[src/rtl/dist_entry_pkg.sv]
// Shared types and constants for the keypad distance entry block.
// FSM state enum plus digit, accumulator and output widths.
package dist_entry_pkg;

  localparam int NUM_DIGITS = 4;
  localparam int DIST_W     = 33;
  localparam int ACC_W      = 14;

  localparam logic [3:0] BCD_MAX = 4'd9;
  localparam logic [2:0] CNT_MAX = 3'(NUM_DIGITS);

  typedef enum logic [1:0] {
    IDLE,
    CONV,
    DONE
  } state_e;

  typedef logic [NUM_DIGITS-1:0][3:0] digits_t;

endpackage

[src/rtl/dist_entry_mul10_add.sv]
// Combinational acc*10 + digit step for decimal-to-binary conversion.
// Ports: acc_i (ACC_W), digit_i (4) -> sum_o (ACC_W).
module mul10_add
  import dist_entry_pkg::*;
(
  input  logic [ACC_W-1:0] acc_i,
  input  logic [3:0]       digit_i,
  output logic [ACC_W-1:0] sum_o
);

  logic [ACC_W-1:0] dig_ext;

  assign dig_ext = {{(ACC_W-4){1'b0}}, digit_i};

  assign sum_o = (acc_i << 3)
               + (acc_i << 1)
               + dig_ext;

endmodule

[src/rtl/dist_entry.sv]
// Keypad distance entry: BCD digit echo plus 4-digit decimal-to-binary.
// Ports: clk, rst_n, digit_in/valid, clear, enter -> bcd_*, busy, dist_*, err.
module dist_entry
  import dist_entry_pkg::*;
(
  input  logic              clk,
  input  logic              rst_n,
  input  logic [3:0]        digit_in,
  input  logic              digit_valid,
  input  logic              clear,
  input  logic              enter,
  output logic [3:0]        bcd_ones,
  output logic [3:0]        bcd_tens,
  output logic [3:0]        bcd_hundreds,
  output logic [3:0]        bcd_thous,
  output logic              busy,
  output logic [DIST_W-1:0] dist_out,
  output logic              dist_valid,
  output logic              err
);

  state_e            state_q, state_d;
  digits_t           ent_q, ent_d;
  digits_t           cnv_q, cnv_d;
  logic [2:0]        cnt_q, cnt_d;
  logic [1:0]        step_q, step_d;
  logic [ACC_W-1:0]  acc_q, acc_d;
  logic [ACC_W-1:0]  acc_nxt;
  logic [DIST_W-1:0] dist_q, dist_d;
  logic              busy_q, busy_d;
  logic              dv_q, dv_d;
  logic              err_q, err_d;

  mul10_add u_mul10 (
    .acc_i   (acc_q),
    .digit_i (cnv_q[NUM_DIGITS-1]),
    .sum_o   (acc_nxt)
  );

  always_comb begin
    state_d = state_q;
    ent_d   = ent_q;
    cnv_d   = cnv_q;
    cnt_d   = cnt_q;
    step_d  = step_q;
    acc_d   = acc_q;
    dist_d  = dist_q;
    busy_d  = busy_q;
    dv_d    = 1'b0;
    err_d   = 1'b0;
    unique case (state_q)
      IDLE: begin
        if (clear) begin
          ent_d = '0;
          cnt_d = '0;
        end else if (enter) begin
          cnv_d   = ent_q;
          acc_d   = '0;
          step_d  = '0;
          state_d = CONV;
          busy_d  = 1'b1;
          ent_d   = '0;
          cnt_d   = '0;
        end else if (digit_valid) begin
          if (digit_in <= BCD_MAX) begin
            ent_d = {ent_q[NUM_DIGITS-2:0], digit_in};
            if (cnt_q != CNT_MAX)
              cnt_d = cnt_q + 3'd1;
          end else begin
            err_d = 1'b1;
          end
        end
      end
      CONV: begin
        if (clear) begin
          state_d = IDLE;
          busy_d  = 1'b0;
        end else begin
          acc_d  = acc_nxt;
          cnv_d  = {cnv_q[NUM_DIGITS-2:0], 4'd0};
          step_d = step_q + 2'd1;
          if (step_q == 2'd3)
            state_d = DONE;
        end
      end
      DONE: begin
        state_d = IDLE;
        busy_d  = 1'b0;
        if (!clear) begin
          dist_d = {{(DIST_W-ACC_W){1'b0}}, acc_q};
          dv_d   = 1'b1;
        end
      end
      default: begin
        state_d = IDLE;
        busy_d  = 1'b0;
      end
    endcase
  end

  always_ff @(posedge clk or negedge rst_n) begin
    if (!rst_n) begin
      state_q <= IDLE;
      ent_q   <= '0;
      cnv_q   <= '0;
      cnt_q   <= '0;
      step_q  <= '0;
      acc_q   <= '0;
      dist_q  <= '0;
      busy_q  <= 1'b0;
      dv_q    <= 1'b0;
      err_q   <= 1'b0;
    end else begin
      state_q <= state_d;
      ent_q   <= ent_d;
      cnv_q   <= cnv_d;
      cnt_q   <= cnt_d;
      step_q  <= step_d;
      acc_q   <= acc_d;
      dist_q  <= dist_d;
      busy_q  <= busy_d;
      dv_q    <= dv_d;
      err_q   <= err_d;
    end
  end

  assign bcd_ones     = ent_q[0];
  assign bcd_tens     = ent_q[1];
  assign bcd_hundreds = ent_q[2];
  assign bcd_thous    = ent_q[3];
  assign busy         = busy_q;
  assign dist_out     = dist_q;
  assign dist_valid   = dv_q;
  assign err          = err_q;

endmodule

[config.mk]
export PLATFORM = sky130hd
export DESIGN_NAME = dist_entry
export DESIGN_NICKNAME = d
export VERILOG_FILES = /design/src/rtl/dist_entry_pkg.sv /design/src/rtl/dist_entry_mul10_add.sv /design/src/rtl/dist_entry.sv
export SDC_FILE = /design/constraint.sdc
export NUM_CORES = 1
export LEC_CHECK = 0
export ABC_CLOCK_PERIOD_IN_PS = 2900
export CAP_MARGIN = 40
export CORE_MARGIN = 2
export CORE_UTILIZATION = 30
export DETAILED_ROUTE_END_ITERATION = 12
export GPL_TIMING_DRIVEN = 0
export SYNTH_ARGS = -nofsm -noshare
export SYNTH_HDL_FRONTEND = slang
export SYNTH_HIERARCHICAL = 1
export SYNTH_SLANG_ARGS = --single-unit
[constraint.sdc]
create_clock -name clk -period 2.9 [get_ports clk]
set_clock_uncertainty 0.2 [all_clocks]
set_input_delay 0.725 -clock clk [delete_from_list [all_inputs] [get_ports clk]]
set_output_delay 0.725 -clock clk [all_outputs]
set_load 0.005 [all_outputs]
* After elaboration in Yosys (flattened, before gate mapping)
Cells that the tools add are included.
Word-level totals: output and inout port bits 52, flip-flop bits (word level) 67, bits of input ports 9, word-level logic and storage cells 69, ROM bits 0, latch bits 0, bits in writable memories 0, memories 0
Cells by class: equality and inequality tests 8, magnitude comparators 1, shifts and indexed selects 0, multiplexer cells 32, reductions and logical operators 9, $mul 0, divide/modulo/power cells 0, bitwise gates (word level) 1, add/sub/neg operators 3
Operators with widths (count):
- 16-bit two-way mux | 7
- 14-bit two-way mux | 3
- 16-bit one-hot mux with 2 select lines | 1
- 14-bit one-hot mux with 2 select lines | 1
- 14-bit adder | 1
- 14-bit by 4-bit adder with 14-bit output | 1
- 2-bit two-way mux | 7
- 1-bit two-way mux | 10
- 3-bit AND reduction | 3
- 2-bit != test, second input constant | 4
- 2-bit one-hot mux with 2 select lines | 2
- 3-bit nonzero test | 2
- 2-bit equality test, second input constant | 2
- 4-bit <= comparator, second input constant | 1
- 4-bit AND reduction | 1
- 3-bit != test, second input constant | 1
- 2-bit by 1-bit adder with 2-bit output, second input constant | 1
- 2-bit by 1-bit equality test with 1-bit output, second input constant | 1
- 2-bit zero test | 1
- 1-bit one-hot mux with 2 select lines | 1
- 2-bit AND reduction | 1
- 2-bit nonzero test | 1
- 1-bit inverter | 1

* Logic depth before layout (Yosys ltp)
Gate-level depths: netlist of the first run.
word-level depth 6, mapped depth 10

* Hierarchy
Netlist of the first run, hierarchy kept.
Modules (own cells, without submodules):
- dist_entry | cells an instance 205, area each 2852.7 sq um, sequential area each 1676.6 sq um, times used 1
- mul10_add | cells an instance 75, area each 655.6 sq um, sequential area each 0.0 sq um, times used 1

* Worst setup path before layout of the first run
Ideal clock, no wire load.
kind register to register, from register acc_q[0], to register acc_q[12], arrival time 2309 ps, path slack 270 ps, clock period less this slack 2630 ps, stages on the path, launching flop included 11, path through dfrtp_1 -> inv_1 -> fa_1 -> inv_1 -> fa_1 -> a21o_1 -> nand4_1 -> nand3_1 -> a211oi_1 -> xnor2_1 -> a22o_1
Between the ends: longest elaborated chain between the ends 4
RTL lines:
- from (decl) | RTL line dist_entry.sv:27 | logic [ACC_W-1:0] acc_q, acc_d;
- from (signal assigned) | RTL line dist_entry.sv:108 | acc_q <= '0;
- from (signal assigned) | RTL line dist_entry.sv:119 | acc_q <= acc_d;
- 14-bit adder | RTL line dist_entry_mul10_add.sv:16 | + (acc_i << 1)
- 14-bit by 4-bit adder with 14-bit output | RTL line dist_entry_mul10_add.sv:17 | + dig_ext;
- named net acc_nxt[12] | RTL line dist_entry.sv:28 | logic [ACC_W-1:0] acc_nxt;
- 14-bit two-way mux | RTL line dist_entry.sv:75 | if (clear) begin
- 14-bit one-hot mux with 2 select lines | RTL line dist_entry.sv:51 | unique case (state_q)
The timed path passes the listed nets, and every way through them passes these cells. The select of a mux whose other input is x is not followed. A chain may end at the register's enable or synchronous reset.

* Final worst setup path of the first run
Same ends and word-level chain as after synthesis.

==> summary.txt, run 1 <==
Hold Startpoint: dist_out[9]
Max Cap Viol: 0
Slew at the pin closest to its max-slew limit: 0.845 ns
Setup violators final: 0
Multiplexer share of the synthesized area: 13.7%
Final antenna-violating net count: 0
Mapped Cells: 280
TritonCTS buffer count: 9
Clock sink count: 67
# hold bufs at CTS: 0
R2R setup slack: 0.12 ns
CP Launch Type: flip-flop
Simple logic cell fraction of the synthesized area: 5.49%
Filler instances: 1,166
Count leader, synth: dfrtp_1
Status: finished clean
Largest family of logic cells by synthesized area: multiplexers
Post-route cell area: 4510 µm²
Final worst-path cycle share: 96.0%
Area Growth Syn to Fin: 28.6%
Total power draw: 0.00233 W
Port Buf Inserts: 41
1st-iter DRT viols: 63
Slew Viols, Final: 0
DP Worst Slack: 0.0215 ns
Routability cong.: 0.825
CP Class: reg2reg
Register bit total from synthesis: 67
Die Wd: 112 µm
Rel. slew slack: 43.6%
Yosys warns: 6
Synth Flop Type: dfrtp_1
Number of synthesized flops with an enable pin: 0
Largest cells by area after synthesis: dfrtp_1 (48%), ha_1 (8.2%), mux2_2 (8.0%)
Post-synth top area share: 47.8%
Worst setup startpoint: acc_q[0]
Leak Pwr: 2.31 nW
# rows: 39
Die footprint: 12,600 µm²
First-pass GRT wire length: 11,700 µm
Remaining DRCs: 0
Nets: 385
Reg area: 1680 µm²
Clk slew on worst S/H paths: 0.06 ns
Cell area power density: 518 nW/µm²
Final worst path period need: 2.78 ns
Synth cell types: 44
Largest area contributor in the netlist: dfrtp_1
Compound-Gate Fraction of Synth Area: 12.9%
Top Ports: 61
Vias: 2,277
Initial antenna violation count: 0
Req. time, crit path: 2.92 ns
Area occupied by multi-input gates: 1630 µm²
XOR/XNOR share of the synthesized area: 2.75%
DRT Wirelength: 6840 µm
Pre-antenna DRT Iters: 4
Reg2Reg Launch Point: acc_q[0]
VDD IR max: 0.275 mV
Peak Freq: 0.359 GHz
Worst setup EP type: flip-flop
# diodes: 0
Worst-path maximum fanout: 4
Worst Hold Slack: 0.282 ns
Commonest cells in the synthesized netlist: dfrtp_1 (67), a22o_1 (30), mux2_2 (25)
H-tree depth: 3
Synth async-reset ratio: 100%
Largest net degree at the start of global routing: 68
TNS Setup: 0 ns
Clock latency on the worst-skew pair: 0.33 ns
Starting Density: 30.7%
CP Data Arrival Time: 2.80 ns
Vias in the first global route: 2,378
Routed WL per cell: 13.7 µm
Clock buffer depth: 2
Seq/Total Area, Yosys: 47.8%
Root Driver: clkbuf_16
Hold Crit Class: reg2reg
Placed cell area: 4160 µm²
Chip Height: 112 µm
Worst setup endpoint: acc_q[12]
FF-to-FF End: acc_q[12]
Drt via density: 4.56
TritonCTS clock tree: built
Post-synthesis adder-cell area fraction: 9.34%
All-Layer GR Usage: 11.7%
Total gr overflow: 0
Cell count of the worst reg-to-reg path: 10
Mapped cell area: 3510 µm²
Post-Syn Area per Cell: 12.5 µm²
HPWL after DPL: 4760 µm
Final WS setup: 0.116 ns
Layout cells sized above 1: 23.6%
Final Hold Viols: 0
Core Area: 11,400 µm²
area by class of cell:
cell class | instances | area share [%]
tap | 143 | 3.97
timing repair buffer | 42 | 9.21
clock inverter | 7 | 2.27
clock buffer | 9 | 4.99
buffer | 32 | 5.16
sequential | 67 | 37.2
inverter | 12 | 0.999
multi-input combinational | 187 | 36.2
placed cells by master, fill, tap and decap left out, types with 2 or more instances in the layout:
cell	netlist	layout
dfrtp_1	67	66
clkdlybuf4s50_1	0	40
a22o_1	30	30
mux2_2	25	25
buf_4	22	24
ha_1	23	23
conb_1	1	19
mux2_1	14	14
inv_1	12	12
clkbuf_16	0	9
a21oi_1	8	7
buf_2	6	6
nand2_1	6	6
xnor2_1	6	6
nor2_1	5	5
nand3_1	5	5
xor2_1	5	5
o21ai_0	4	4
mux2i_1	4	4
clkinv_4	0	4
buf_6	3	3
a31oi_1	3	3
and2_1	2	2
nor3_1	2	2
nand2b_1	2	2
o21ai_1	2	2
a21o_1	2	2
bufinv_16	0	2
report_power, final:
group | internal, W | switching (W)
Sequential | 0.000955 | 0.0000156
Clock | 0.000758 | 0.000424
Combinational | 0.0000848 | 0.0000969
metrics by stage:
step                      cells  utilization [%]
after floorplan             298                -
after global placement      482             36.5
after detailed placement    482             36.5
after CTS                   498             39.3
after global routing        499             39.5
final                       499             39.5
critical path, cell delays in order, from the launching register on:
cell and delay [ns]:
dfrtp_1 0.39, inv_1 0.08, fa_1 0.53, inv_1 0.07, fa_2 0.41, a21o_1 0.18
nand4_1 0.09, nand3_1 0.14, a211oi_2 0.30, xnor2_1 0.09, a22o_1 0.19
timing repair:
| item | CTS | global route |
|---|---|---|
| resized for setup | 0 | 4 |
| buffers inserted | 0 | 1 |
| setup endpoints to repair | 0 | 3 |
state kept, by name, indices dropped and copies added, names as in the netlist:
name          count
bcd_ones          4
bcd_thous         4
bcd_tens          4
dist_out         14
state_q           2
bcd_hundreds      4
acc_q            14
step_q            2
cnv_q            16
err               1
busy              1
dist_valid        1
how the worst min path moves through the flow:
stage / end / slack [ns] / cells past startpoint
6_report: dist_out[9] / 0.28 / 1
5_1_grt: dist_out[10] / 0.30 / 1
4_1_cts: dist_out[9] / 0.29 / 1
3_5_place_dp: dist_out[9] / 0.28 / 1
3_3_place_gp: dist_out[8] / 0.27 / 1
2_1_floorplan: acc_q[0] / 0.23 / 0
logic make-up (layout without fill, tap and decap cells):
group | count (synthesis) | in the layout
XOR/XNOR | 11 | 11
AO/OA/AOI/OAI | 57 | 57
multiplexers | 43 | 43
adder cells (fa/ha/maj) | 25 | 25
AND/OR/NAND/NOR | 32 | 32
flip-flops | 67 | 67
other | 1 | 19
buffers and inverters | 44 | 102
per-layer routing:
metal | part of all wire [%] | vias up | wire length (µm) | global-route usage, %
met5 | 0 | - | 0 | 0
met3 | 4.1 | 10 | 278 | 3.02
met4 | 1.3 | 0 | 91 | 4.63
met2 | 47 | 52 | 3230 | 18.2
li1 | - | 1124 | - | -
met1 | 47 | 1091 | 3240 | 15.6
No activity file was read; power rests on OpenSTA's default activity.
==> run 2, diff against run 1 <==
- MAX_ROUTING_LAYER: not set -> met4
==> run 2 against run 1 <==
First-iteration DRC count increased by 21%. Sequential power about the same. Sequential cell count unchanged. Sequential share of layout area unchanged. Cell count unchanged. Via count decreased by 0.18%. Combinational power about the same. Die area unchanged. Core utilization unchanged. Final area unchanged. Global-route usage increased by 0.40 points. Largest power group unchanged. Highest routed layer unchanged.
==> summary.txt, run 2 (synthesis gave the netlist of run 1 again) <==
DRT Wirelength: 6840 µm (about the same)
Drt via density: 4.56 (about the same)
Nets: 385 (unchanged)
Crit-path max cell delay: 0.53 ns (about the same)
Top Ports: 61 (unchanged)
Flop pwr share: 41.6% (about the same)
TritonCTS buffer count: 9 (unchanged)
Port Buf Inserts: 41 (unchanged)
Max Cap Viol: 0 (unchanged)
Filler instances: 1,166 (unchanged)
Slew Viols, Final: 0 (unchanged)
Routability cong.: 0.838 (was 0.825)
H-tree depth: 3 (unchanged)
TritonCTS clock tree: built (unchanged)
Logic gate share of total power: 7.8% (about the same)
Cell area power density: 518 nW/µm² (about the same)
CP Data Arrival Time: 2.79 ns (was 2.80 ns)
Initial antenna violation count: 0 (unchanged)
Peak Freq: 0.360 GHz (was 0.359 GHz)
Total gr overflow: 0 (unchanged)
Pint: 0.00180 W (about the same)
Clock sink count: 67 (unchanged)
Routed WL per cell: 13.7 µm (about the same)
Die Wd: 112 µm (unchanged)
Sw Pwr: 0.000537 W (was 0.000536 W)
Crit-path cells: inv_1, fa_1, inv_1, fa_2, a21o_1, nand4_1, nand3_1, a211oi_2, xnor2_1, a22o_1 (unchanged)
Leak Pwr: 2.31 nW (unchanged)
DP Worst Slack: 0.0215 ns (unchanged)
Most common library cell in the layout ignoring fill and taps: dfrtp_1 (unchanged)
CP Launch Type: flip-flop (unchanged)
Final antenna-violating net count: 0 (unchanged)
CP dominant cell by count: inv_1 (unchanged)
Vias in the first global route: 2,369 (was 2,378)
Worst setup endpoint: acc_q[12] (unchanged)
Status: finished clean (unchanged)
# hold bufs at CTS: 0 (unchanged)
Req. time, crit path: 2.92 ns (about the same)
VDD IR max: 0.276 mV (was 0.275 mV)
Clk slew on worst S/H paths: 0.06 ns (about the same)
Die footprint: 12,600 µm² (unchanged)
Hold Crit Class: reg2reg (unchanged)
Vias: 2,273 (was 2,277)
Cell count of the worst reg-to-reg path: 10 (unchanged)
CP Class: reg2reg (unchanged)
Net Sw Frac: 23.0% (about the same)
Final worst path period need: 2.78 ns (about the same)
Rel. slew slack: 43.9% (was 43.6%)
R2R setup slack: 0.12 ns (about the same)
Starting Density: 30.7% (unchanged)
1st-iter DRT viols: 76 (was 63)
Area Growth Syn to Fin: 28.6% (unchanged)
Worst-path maximum fanout: 4 (unchanged)
Worst setup startpoint: acc_q[0] (unchanged)
Worst path slowest cell: fa_1 (unchanged)
Remaining DRCs: 0 (unchanged)
Largest net degree at the start of global routing: 68 (unchanged)
Chip Height: 112 µm (unchanged)
Largest register by flop count: cnv_q (unchanged)
Core Area: 11,400 µm² (unchanged)
First-pass GRT wire length: 11,700 µm (about the same)
Post-route cell area: 4510 µm² (unchanged)
# diodes: 0 (unchanged)
Final worst-path cycle share: 95.7% (was 96.0%)
Clock latency on the worst-skew pair: 0.33 ns (about the same)
Worst setup EP type: flip-flop (unchanged)
Final Hold Viols: 0 (unchanged)
FF-to-FF End: acc_q[12] (unchanged)
Clock buffer depth: 2 (unchanged)
Pre-antenna DRT Iters: 4 (unchanged)
Root Driver: clkbuf_16 (unchanged)
Commonest non-fill, non-tap cells in the layout: dfrtp_1 (66), clkdlybuf4s50_1 (40), a22o_1 (30), mux2_2 (25), buf_4 (24) (unchanged)
Slew at the pin closest to its max-slew limit: 0.842 ns (was 0.845 ns)
Placed cell area: 4160 µm² (unchanged)
HPWL after DPL: 4760 µm (unchanged)
Clock share of power: 50.6% (about the same)
Final WS setup: 0.124 ns (was 0.116 ns)
All-Layer GR Usage: 12.1% (was 11.7%)
Setup violators final: 0 (unchanged)
Reg2Reg Launch Point: acc_q[0] (unchanged)
Max reg flops: 16 (unchanged)
Layout cells sized above 1: 23.6% (unchanged)
# rows: 39 (unchanged)
run 2: worst min-delay path by stage:
stage,startpoint,to,slack (ns),depth (start not counted)
finish,dist_out[9],dist_out[9],0.28,1
global route,dist_out[10],dist_out[10],0.30,1
CTS,dist_out[9],dist_out[9],0.29,1
detailed placement,dist_out[9],dist_out[9],0.28,1
global placement,dist_out[8],dist_out[8],0.27,1
floorplan,rst_n,acc_q[0],0.23,0
run 2: layout make-up:
class                           instances  area (µm²)  area share (%)
Timing Repair Buffer                   42         415            9.21
Tap cell                              143         179            3.97
Inverter                               12        45.0           0.999
Multi-Input combinational cell        187        1630            36.2
Buffer                                 32         233            5.16
Clock buffer                            9         225            4.99
Clock inverter                          7         103            2.27
Sequential cell                        67        1680            37.2
run 2: stage by stage:
| stage | std cells | util, % | hold slack, ns | total power, W | TNS [ns] |
|---|---|---|---|---|---|
| 2_1_floorplan | 298 | - | 0.229 | 0.00110 | 0 |
| 3_3_place_gp | 482 | 36.5 | 0.266 | 0.00117 | -87.88 |
| 3_5_place_dp | 482 | 36.5 | 0.276 | 0.00117 | 0 |
| 4_1_cts | 498 | 39.3 | 0.289 | 0.00236 | 0 |
| 5_1_grt | 499 | 39.5 | 0.304 | 0.00243 | -0.0181 |
| 6_report | 499 | 39.5 | 0.282 | 0.00233 | 0 |
run 2: layer usage:
| layer | global-route usage, % | part of all wire, % | vias up |
|---|---|---|---|
| met5 | - | 0 | - |
| met4 | 4.63 | 1.1 | 0 |
| met3 | 2.92 | 4.0 | 8 |
| met2 | 18.4 | 48 | 55 |
| met1 | 15.6 | 47 | 1087 |
| li1 | - | - | 1123 |
run 2: power groups by stage:
stage | clock [W] | sequential, W | combinational, W
2_1_floorplan | 0 | 0.000984 | 0.000117
3_3_place_gp | 0 | 0.000987 | 0.000182
3_5_place_dp | 0 | 0.000988 | 0.000184
4_1_cts | 0.00121 | 0.000972 | 0.000185
5_1_grt | 0.00125 | 0.000974 | 0.000206
6_report | 0.00118 | 0.000971 | 0.000181
run 2: worst max-delay path, delay by kind of cell, from the launching register on:
| family | cells | cell delay (ns) |
|---|---|---|
| compound gates | 3 | 0.67 |
| xor+xnor | 1 | 0.09 |
| fa+ha+maj | 2 | 0.94 |
| buf+inv | 2 | 0.15 |
| flops | 1 | 0.39 |
| simple gates | 2 | 0.22 |
run 2: timing repair:
item                                    CTS  global route
gates resized for setup                   0             4
endpoints found under the setup margin    0             3
setup buffers                             0             1
==> run 3, diff against run 2 <==
- CELL_PAD_IN_SITES_DETAIL_PLACEMENT: not set -> 0
- CELL_PAD_IN_SITES_GLOBAL_PLACEMENT: not set -> 1
- PLACE_DENSITY_LB_ADDON: not set -> 0.1
==> run 3 against run 2 <==
Worst setup slack better by 0.020 ns. Power down 6.5%. Count of clock-buffer cells in the layout up 3. Critical path depth unchanged. Worst hold slack worse by 0.19 ns. Largest power group unchanged.
==> summary.txt, run 3 (synthesis gave the netlist of run 1 again) <==
Vias: 2,314 (was 2,273)
Slew Viols, Final: 0 (unchanged)
All-Layer GR Usage: 12.9% (was 12.1%)
TNS Setup: 0 ns (unchanged)
Area Growth Syn to Fin: 28.0% (was 28.6%)
# diodes: 0 (unchanged)
Top Ports: 61 (unchanged)
Final antenna-violating net count: 0 (unchanged)
Layout cells sized above 1: 23.6% (unchanged)
Hold Crit Class: in2async (was reg2reg)
Routability cong.: 0.767 (was 0.838)
R2R setup slack: 0.14 ns (was 0.12 ns)
Clock buffer depth: 2 (unchanged)
TritonCTS buffer count: 9 (unchanged)
TritonCTS clock tree: built (unchanged)
Clk slew on worst S/H paths: 0.06 ns (about the same)
Max Cap Viol: 0 (unchanged)
Most common library cell in the layout ignoring fill and taps: dfrtp_1 (unchanged)
Root Driver: clkbuf_16 (unchanged)
Vias in the first global route: 2,499 (was 2,369)
Die Wd: 112 µm (unchanged)
Rel. slew slack: 59.5% (was 43.9%)
Final Non-Filler Cells: 499 (unchanged)
Largest net degree at the start of global routing: 47 (was 68)
Nets: 385 (unchanged)
Chip Height: 112 µm (unchanged)
Final worst-path cycle share: 95.0% (was 95.7%)
Clock latency on the worst-skew pair: 0.32 ns (was 0.33 ns)
Remaining DRCs: 0 (unchanged)
Final Hold Viols: 0 (unchanged)
Unrepaired setup endpoints after global routing: true
Die footprint: 12,600 µm² (unchanged)
Commonest non-fill, non-tap cells in the layout: dfrtp_1 (66), clkdlybuf4s50_1 (40), a22o_1 (30), mux2_2 (25) (was dfrtp_1 (66), clkdlybuf4s50_1 (40), a22o_1 (30), mux2_2 (25), buf_4 (24))
# hold bufs at CTS: 0 (unchanged)
CP Data Arrival Time: 2.77 ns (was 2.79 ns)
Worst setup EP type: flip-flop (unchanged)
CP Launch Type: flip-flop (unchanged)
Req. time, crit path: 2.91 ns (was 2.92 ns)
Worst setup startpoint: acc_q[0] (unchanged)
FF-to-FF End: acc_q[12] (unchanged)
Slew at the pin closest to its max-slew limit: 0.601 ns (was 0.842 ns)
Reg2Reg Launch Point: acc_q[0] (unchanged)
Core Area: 11,400 µm² (unchanged)
1st-iter DRT viols: 55 (was 76)
Worst-path maximum fanout: 4 (unchanged)
# rows: 39 (unchanged)
Filler instances: 1,138 (was 1,166)
Starting Density: 30.7% (unchanged)
Setup violators final: 0 (unchanged)
Routed WL per cell: 14.4 µm (was 13.7 µm)
DRT Wirelength: 7200 µm (was 6840 µm)
Total gr overflow: 0 (unchanged)
Pre-antenna DRT Iters: 4 (unchanged)
HPWL after DPL: 5190 µm (was 4760 µm)
CP Class: reg2reg (unchanged)
First-pass GRT wire length: 12,600 µm (was 11,700 µm)
Status: finished clean (unchanged)
Clock sink count: 67 (unchanged)
Cell area power density: 486 nW/µm² (was 518 nW/µm²)
Final worst path period need: 2.76 ns (was 2.78 ns)
Max reg flops: 16 (unchanged)
VDD IR max: 0.253 mV (was 0.276 mV)
Largest register by flop count: cnv_q (unchanged)
Leak Pwr: 2.30 nW (was 2.31 nW)
Port Buf Inserts: 41 (unchanged)
Placed insts: 483 (was 482)
Initial antenna violation count: 0 (unchanged)
Drt via density: 4.64 (was 4.56)
Peak Freq: 0.363 GHz (was 0.360 GHz)
Cell count of the worst reg-to-reg path: 10 (unchanged)
H-tree depth: 3 (unchanged)
Worst Hold Slack: 0.0883 ns (was 0.282 ns)
-- run 3: cell count changes in the layout (fill, tap and decap cells not counted), sizes merged --
cell	previous run	this run
bufinv	2	0
clkbuf	10	13
clkinv	4	2
clkinvlp	1	2
-- run 3: per-stage QoR --
stage | utilization, % | instance area [µm²] | total power, W | worst slack (ns)
5_1_grt | 39.3 | 4490 | 0.00229 | -0.0353
4_1_cts | 39.2 | 4480 | 0.00223 | 0.0238
6_report | 39.3 | 4490 | 0.00218 | 0.144
3_3_place_gp | 36.5 | 4170 | 0.00118 | -1.58
3_5_place_dp | 36.7 | 4190 | 0.00118 | -0.0199
2_1_floorplan | - | 3580 | 0.00110 | 0.270
-- run 3: how the worst max path moves through the flow --
stage,to,slack [ns],depth (start not counted)
CTS,acc_q[13],0.02,10
global route,acc_q[13],-0.04,10
global placement,bcd_hundreds[0],-1.58,1
finish,acc_q[12],0.14,10
detailed placement,acc_q[12],-0.02,10
floorplan,acc_q[12],0.27,10
-- run 3: where the power goes --
part	total, W	switching (W)	internal [W]
registers	0.000971	0.0000156	0.000956
logic	0.000189	0.000101	0.0000886
clock network	0.00102	0.000399	0.000622
-- run 3: metal layers --
layer	vias to the layer above	global-route usage, %	share of wire, %
met1	1150	16.1	47
li1	1120	-	-
met3	6	3.08	3.1
met5	-	-	0
met2	38	21.2	49
met4	0	3.66	0.89
-- run 3: repair_timing --
item | 4_1_cts | 5_1_grt
pin swaps | 0 | 2
resized for setup | 1 | 4
endpoints found under the setup margin | 1 | 4
setup buffers | 0 | 0
-- run 3: layout make-up --
cell class              instances  area (µm²)  area share [%]
clock inverters                 4        25.0           0.557
flip-flops and latches         67        1680            37.4
plain buffers                  32         233            5.18
well taps                     143         179            3.99
repair buffers                 42         435            9.70
multi-input cells             187        1640            36.5
inverters                      12        45.0            1.00
clock buffers                  12         256            5.71
-- run 3: critical path: stages (launching register included) --
cell and delay, ns:
dfrtp_1 0.40, inv_1 0.08, fa_1 0.54, inv_1 0.07, fa_2 0.41, a21o_1 0.19, nand4_1 0.10, nand3_2 0.11
a211oi_2 0.27, xnor2_1 0.09, a22o_1 0.19
==> variant 1: new RTL, settings of run 1 <==
Set the package constant `NUM_DIGITS` to 8 (it was 4).
--- a/src/rtl/dist_entry_pkg.sv
+++ b/src/rtl/dist_entry_pkg.sv
@@ -3,5 +3,5 @@
 package dist_entry_pkg;
 
-  localparam int NUM_DIGITS = 4;
+  localparam int NUM_DIGITS = 8;
   localparam int DIST_W     = 33;
   localparam int ACC_W      = 14;
Function: changed (a bounded check fails within 10 cycles, from zero or initial values and one cycle with rst_n low).
==> variant 1 against run 1 <==
- worst setup slack improved by 0.011 ns
- critical path type unchanged
- sequential cell count rose by 32
- synthesized area rose by 42%
- wire length rose by 39%
- combinational power rose by 24%
- largest power group is now sequential cells
- worst hold slack got worse by 0.12 ns
- critical endpoint is now acc_q[13]
- final area rose by 34%
- non-clock buffer count rose by 25
- power rose by 22%
==> variant 1: results (changes against run 1) <==
- Status: finished clean
- H-tree depth: 3 (unchanged)
- Placement Cell Area: 0.005728 mm^2 (+38%)
- Slew @ Worst Pin: 0.8132 ns (-0.03218 ns)
- Total CTS buffers: 9 (unchanged)
- CTS Root Cell: clkbuf_16
- Initial antenna violation count: 0 (unchanged)
- Peak VDD IR: 236.0 uV (-14%)
- Fin cells: 682 (+37%)
- Critical path's top delay family: compound AO/OA/AOI/OAI gates
- Final wirelength: 9517 um (+39%)
- Vias/cell: 4.522 (-0.90%)
- Slowest-stage cell, CP: fa_1
- Synth cell count leaders: 99 x dfrtp_1, 71 x mux2_2, 46 x a22o_1, 36 x buf_4, 23 x ha_1
- Final setup TNS: 0 ns (unchanged)
- Gate Count Post-Synth: 386 (+38%)
- Critical path fanouts, max: 4 (unchanged)
- Synth area leaders: dfrtp_1 50%, mux2_2 16%, a22o_1 8.1%
- Leak: 3.053 nW (+32%)
- Pin count of the biggest net entering global routing: 60 (-12%)
- Asr flop ratio synth: 100.0% (unchanged)
- Drt first pass iters: 4 (unchanged)
- RePlAce Congestion: 0.8099 (-1.8%)
- Ys Warns: 6 (unchanged)
- R2R cell count: 10 (unchanged)
- Biggest registers after layout: cnv_q: 32 flops, ent_q: 16 flops
- Skew-Pair Late Insertion Delay: 0.34 ns
- DP Worst Slack: 0.04174 ns (+0.02020 ns)
- Number of global-route vias before repair: 3262 (+37%)
- Max incr delay on CP: 0.54 ns
- Reg2reg end: acc_q[13]
- Post-synthesis cell type count: 44 (unchanged)
- Diode count: 0 (unchanged)
- All-layer global routing usage: 11.45% (-0.23 points)
- First-pass GRT wire length: 16280 um (+39%)
- Max clock buf depth: 2 (unchanged)
- R2r setup slk: 0.13 ns
- Iter 0 DRT Violations: 149 (+140%)
- Hold Crit Class: in -> async
- Placed insts: 664 (+38%)
- Sequential area share after synthesis: 49.85% (+2.1 points)
- Number of nets in the layout: 491 (+28%)
- Fraction of layout cells with a size suffix above 1: 32.90% (+9.3 points)
- HPWL Detailed: 6908 um (+45%)
- CP arrival: 2.81 ns (about the same)
- IO Port Bufs: 39 (-4.9%)
variant 1: cell types whose count changed after synthesis, moves of 2 or more:
cell	run 1	this run
buf_2	6	9
mux2_1	14	0
dfrtp_1	67	99
clkbuf_1	1	8
mux2_2	25	71
or2_2	0	2
a22o_1	30	46
buf_4	22	36
nand3_1	5	7
variant 1: worst max path at each step:
stage	startpoint	endpoint	slack, ns	cells after the start
6_report	acc_q[0]	acc_q[13]	0.13	10
3_3_place_gp	rst_n	dist_out[10]	-2.74	1
5_1_grt	acc_q[0]	acc_q[13]	-0.006	10
2_1_floorplan	acc_q[0]	acc_q[12]	0.26	10
3_5_place_dp	acc_q[0]	acc_q[12]	0.04	10
4_1_cts	acc_q[0]	acc_q[12]	0.03	10
variant 1: repair_timing:
action / in CTS / in global routing
buffers inserted: 0 / 2
setup endpoints to repair: 0 / 4
gates resized for setup: 0 / 4
variant 1: logic make-up after synthesis:
family	share of synthesized area, %
xor+xnor	1.939
other cells	0.07546
compound gates	12.19
buf+inv	8.686
mux	16.89
simple gates	3.776
flops	49.85
fa+ha+maj	6.596
variant 1: layer usage:
metal	part of all wire, %	vias to the layer above	global-route usage, %
met5	0	-	0
met4	2.1	0	4.480
met3	3.2	19	2.759
met2	49	48	18.83
met1	46	1538	14.57
li1	-	1479	-
variant 1: through the flow:
stage               utilization [%]  hold slack (ns)
floorplan                         -           0.2294
global placement              34.76           0.2826
detailed placement            34.91           0.2815
CTS                           36.75           0.1707
global route                  36.94           0.2041
finish                        36.94           0.1654
variant 1: cell type report:
cell class,count,area (um^2)
tap,220,275.3
timing repair buffer,42,430.4
fill,1576,10350
clock buffer,9,225.2
inverter,11,41.29
clock inverter,7,76.32
sequential,99,2477
buffer,57,390.4
multi-input combinational,237,2145
variant 1: power breakdown:
group	leakage [nW]	internal, W	switching (W)
Combinational	1.53	0.0000964	0.000130
Clock	0.148	0.000676	0.000534
Sequential	1.38	0.00140	0.0000115
Total	3.05	0.00217	0.000675
variant 1: worst register-to-register path, stage by stage (launching register included):
cell and delay (ns):
dfrtp_1 0.41, inv_1 0.08, fa_1 0.54, inv_1 0.08, ha_1 0.31, a21oi_2 0.17, o211ai_2 0.15, o2111ai_2 0.26
a31oi_1 0.13, xnor2_1 0.14, a22o_1 0.20
==> variant 2: new RTL, config.mk and constraints of run 1 <==
Made on the original files. Remove the register `err_q`: a continuous assignment takes its place, so the output `err` follows one clock earlier.
--- a/src/rtl/dist_entry.sv
+++ b/src/rtl/dist_entry.sv
@@ -110,5 +110,4 @@
       busy_q  <= 1'b0;
       dv_q    <= 1'b0;
-      err_q   <= 1'b0;
     end else begin
       state_q <= state_d;
@@ -121,7 +120,8 @@
       busy_q  <= busy_d;
       dv_q    <= dv_d;
-      err_q   <= err_d;
     end
   end
+
+  assign err_q = err_d;
 
   assign bcd_ones     = ent_q[0];
Check against the original RTL: not equivalent (a bounded check fails within 4 cycles, from zero or initial values and one cycle with rst_n low).
==> variant 2 against run 1 <==
- wire length decreased by 0.94%
- maximum frequency decreased by 0.31%
- worst setup slack got worse by 0.0086 ns
- synthesized cell count decreased by 0.36%
- sequential share of layout area decreased by 0.068 points
- synthesized area decreased by 0.71%
- count of clock-buffer cells in the layout unchanged
- highest routed layer unchanged
- cell count decreased by 0.20%
- largest cell class unchanged
- non-clock buffer count increased by 1
- power decreased by 9.3%
- sequential cell count decreased by 1
- final area decreased by 1.4%
==> variant 2: results (changes against run 1) <==
- Sequential area share after synthesis: 47.41% (-0.38 points)
- DP Worst Slack: -0.4441 ns (-0.4656 ns)
- Critical path fanouts, max: 6 (+2)
- Fin cells: 498 (-0.20%)
- All-layer global routing usage: 11.83% (+0.15 points)
- Number of nets in the layout: 385 (unchanged)
- Register Area: 0.001652 mm^2 (-1.6%)
- Synth cell count leaders: 66 x dfrtp_1, 30 x a22o_1, 25 x mux2_2, 23 x ha_1, 22 x buf_4
- Post-Synth XOR/XNOR Area: 2.766% (+0.020 points)
- Placed insts: 481 (-0.21%)
- Routed len/inst: 13.60 um (-0.74%)
- Total CTS buffers: 9 (unchanged)
- Iter 0 DRT Violations: 54 (-14%)
- Gate Count Post-Synth: 279 (-0.36%)
- Post-synthesis adder-cell area fraction: 9.411% (+0.067 points)
- Max reg flops: 16 (unchanged)
- Peak VDD IR: 240.8 uV (-12%)
- Max clock buf depth: 2 (unchanged)
- Synth Area in Compound Gates: 13.04% (+0.093 points)
- Vias/cell: 4.554 (-0.20%)
- Synth area leaders: dfrtp_1 47%, ha_1 8.3%, mux2_2 8.1%
- RePlAce Congestion: 0.8286 (+0.44%)
- R2R cell count: 10 (unchanged)
- Leak: 2.289 nW (-0.86%)
- Post-synthesis cell type count: 44 (unchanged)
- Asr flop ratio synth: 100.0% (unchanged)
- Mux share of post-synthesis cell area: 13.76% (+0.098 points)
- Pin count of the biggest net entering global routing: 67 (-1.5%)
- HPWL Detailed: 4872 um (+2.3%)
- Status: finished clean
- Fraction of layout cells with a size suffix above 1: 24.51% (+0.91 points)
- CP arrival: 1.87 ns (-0.93 ns)
- Slowest-stage cell, CP: dlygate4sd2_1
- Placement Cell Area: 0.004138 mm^2 (-0.60%)
- Max-Slew Margin vs Limit: 43.39% (-0.25 points)
- # fillers: 1121 (-3.9%)
- CTS Root Cell: clkbuf_16
- Largest Register: cnv_q
- Max incr delay on CP: 0.31 ns (-0.22 ns)
- Hold depth: 1 (unchanged)
- Ys Warns: 6 (unchanged)
- H-tree depth: 3 (unchanged)
- Number of global-route vias before repair: 2454 (+3.2%)
- First-pass GRT wire length: 11840 um (+1.2%)
- IO Port Bufs: 41 (unchanged)
- Diode count: 0 (unchanged)
- Initial antenna violation count: 0 (unchanged)
- Skew-Pair Late Insertion Delay: 0.33 ns (about the same)
variant 2: changes by cell type in the layout (fill, tap and decap cells not counted), moves of 2 or more:
cell / change
bufinv_16: -2
clkdlybuf4s50_1: -4
clkinv_4: -2
clkinvlp_4: +2
dlygate4sd2_1: +2
variant 2: logic make-up after synthesis:
group | count (synthesis)
AOI/OAI and AO/OA | 57
adders and majority gates | 25
other | 1
xor gates and xnor gates | 11
and+or+nand+nor | 32
muxes | 43
buffers and inverters | 44
DFF | 66
variant 2: layout make-up:
class                   count  share of cell area, %
flip-flops and latches     66                  37.13
multi-input cells         187                  36.99
repair buffers             43                  9.536
plain buffers              32                  5.232
clock buffers               9                  5.063
well taps                 143                  4.023
clock inverters             6                  1.013
inverters                  12                  1.013
variant 2: power breakdown:
part | switching [W] | internal [W]
clock | 0.000403 | 0.000574
combinational | 0.0000974 | 0.0000861
sequential | 0.0000155 | 0.000941
total | 0.000516 | 0.00160
variant 2: metal layers:
layer	up-vias	global-route usage, %	routed length [um]
met3	6	4.464	307
li1	1112	-	-
met2	54	19.43	3197
met1	1096	14.99	3205
met4	0	2.469	59
met5	-	0	0
variant 2: repair_timing:
item	CTS	global route
setup endpoints to repair	1	3
setup buffers	1	1
gates resized for setup	8	5
pin swaps	0	1
variant 2: critical path, delay by kind of cell:
kind,cells,cell delay (ns)
buffers and inverters,3,0.71
and+or+nand+nor,2,0.43
variant 2: worst paths after layout:
check                           slack, ns   startpoint            to
worst min register to register       0.28  dist_out[9]   dist_out[9]
max in group asynchronous            1.64        rst_n  bcd_thous[3]
worst max-delay path                 0.11        clear           err
worst min-delay path                 0.28  dist_out[9]   dist_out[9]
worst max register to register       0.14     acc_q[0]     acc_q[13]
min in group asynchronous            0.29        rst_n   dist_out[5]
variant 2: stage by stage:
stage | total power (W) | hold slack [ns] | setup TNS (ns)
finish | 0.002117 | 0.2834 | 0
global route | 0.002219 | 0.3164 | 0
CTS | 0.002148 | 0.2904 | 0
detailed placement | 0.001158 | 0.2784 | -0.4441
global placement | 0.001154 | 0.2656 | -84.49
floorplan | 0.001087 | 0.2294 | 0
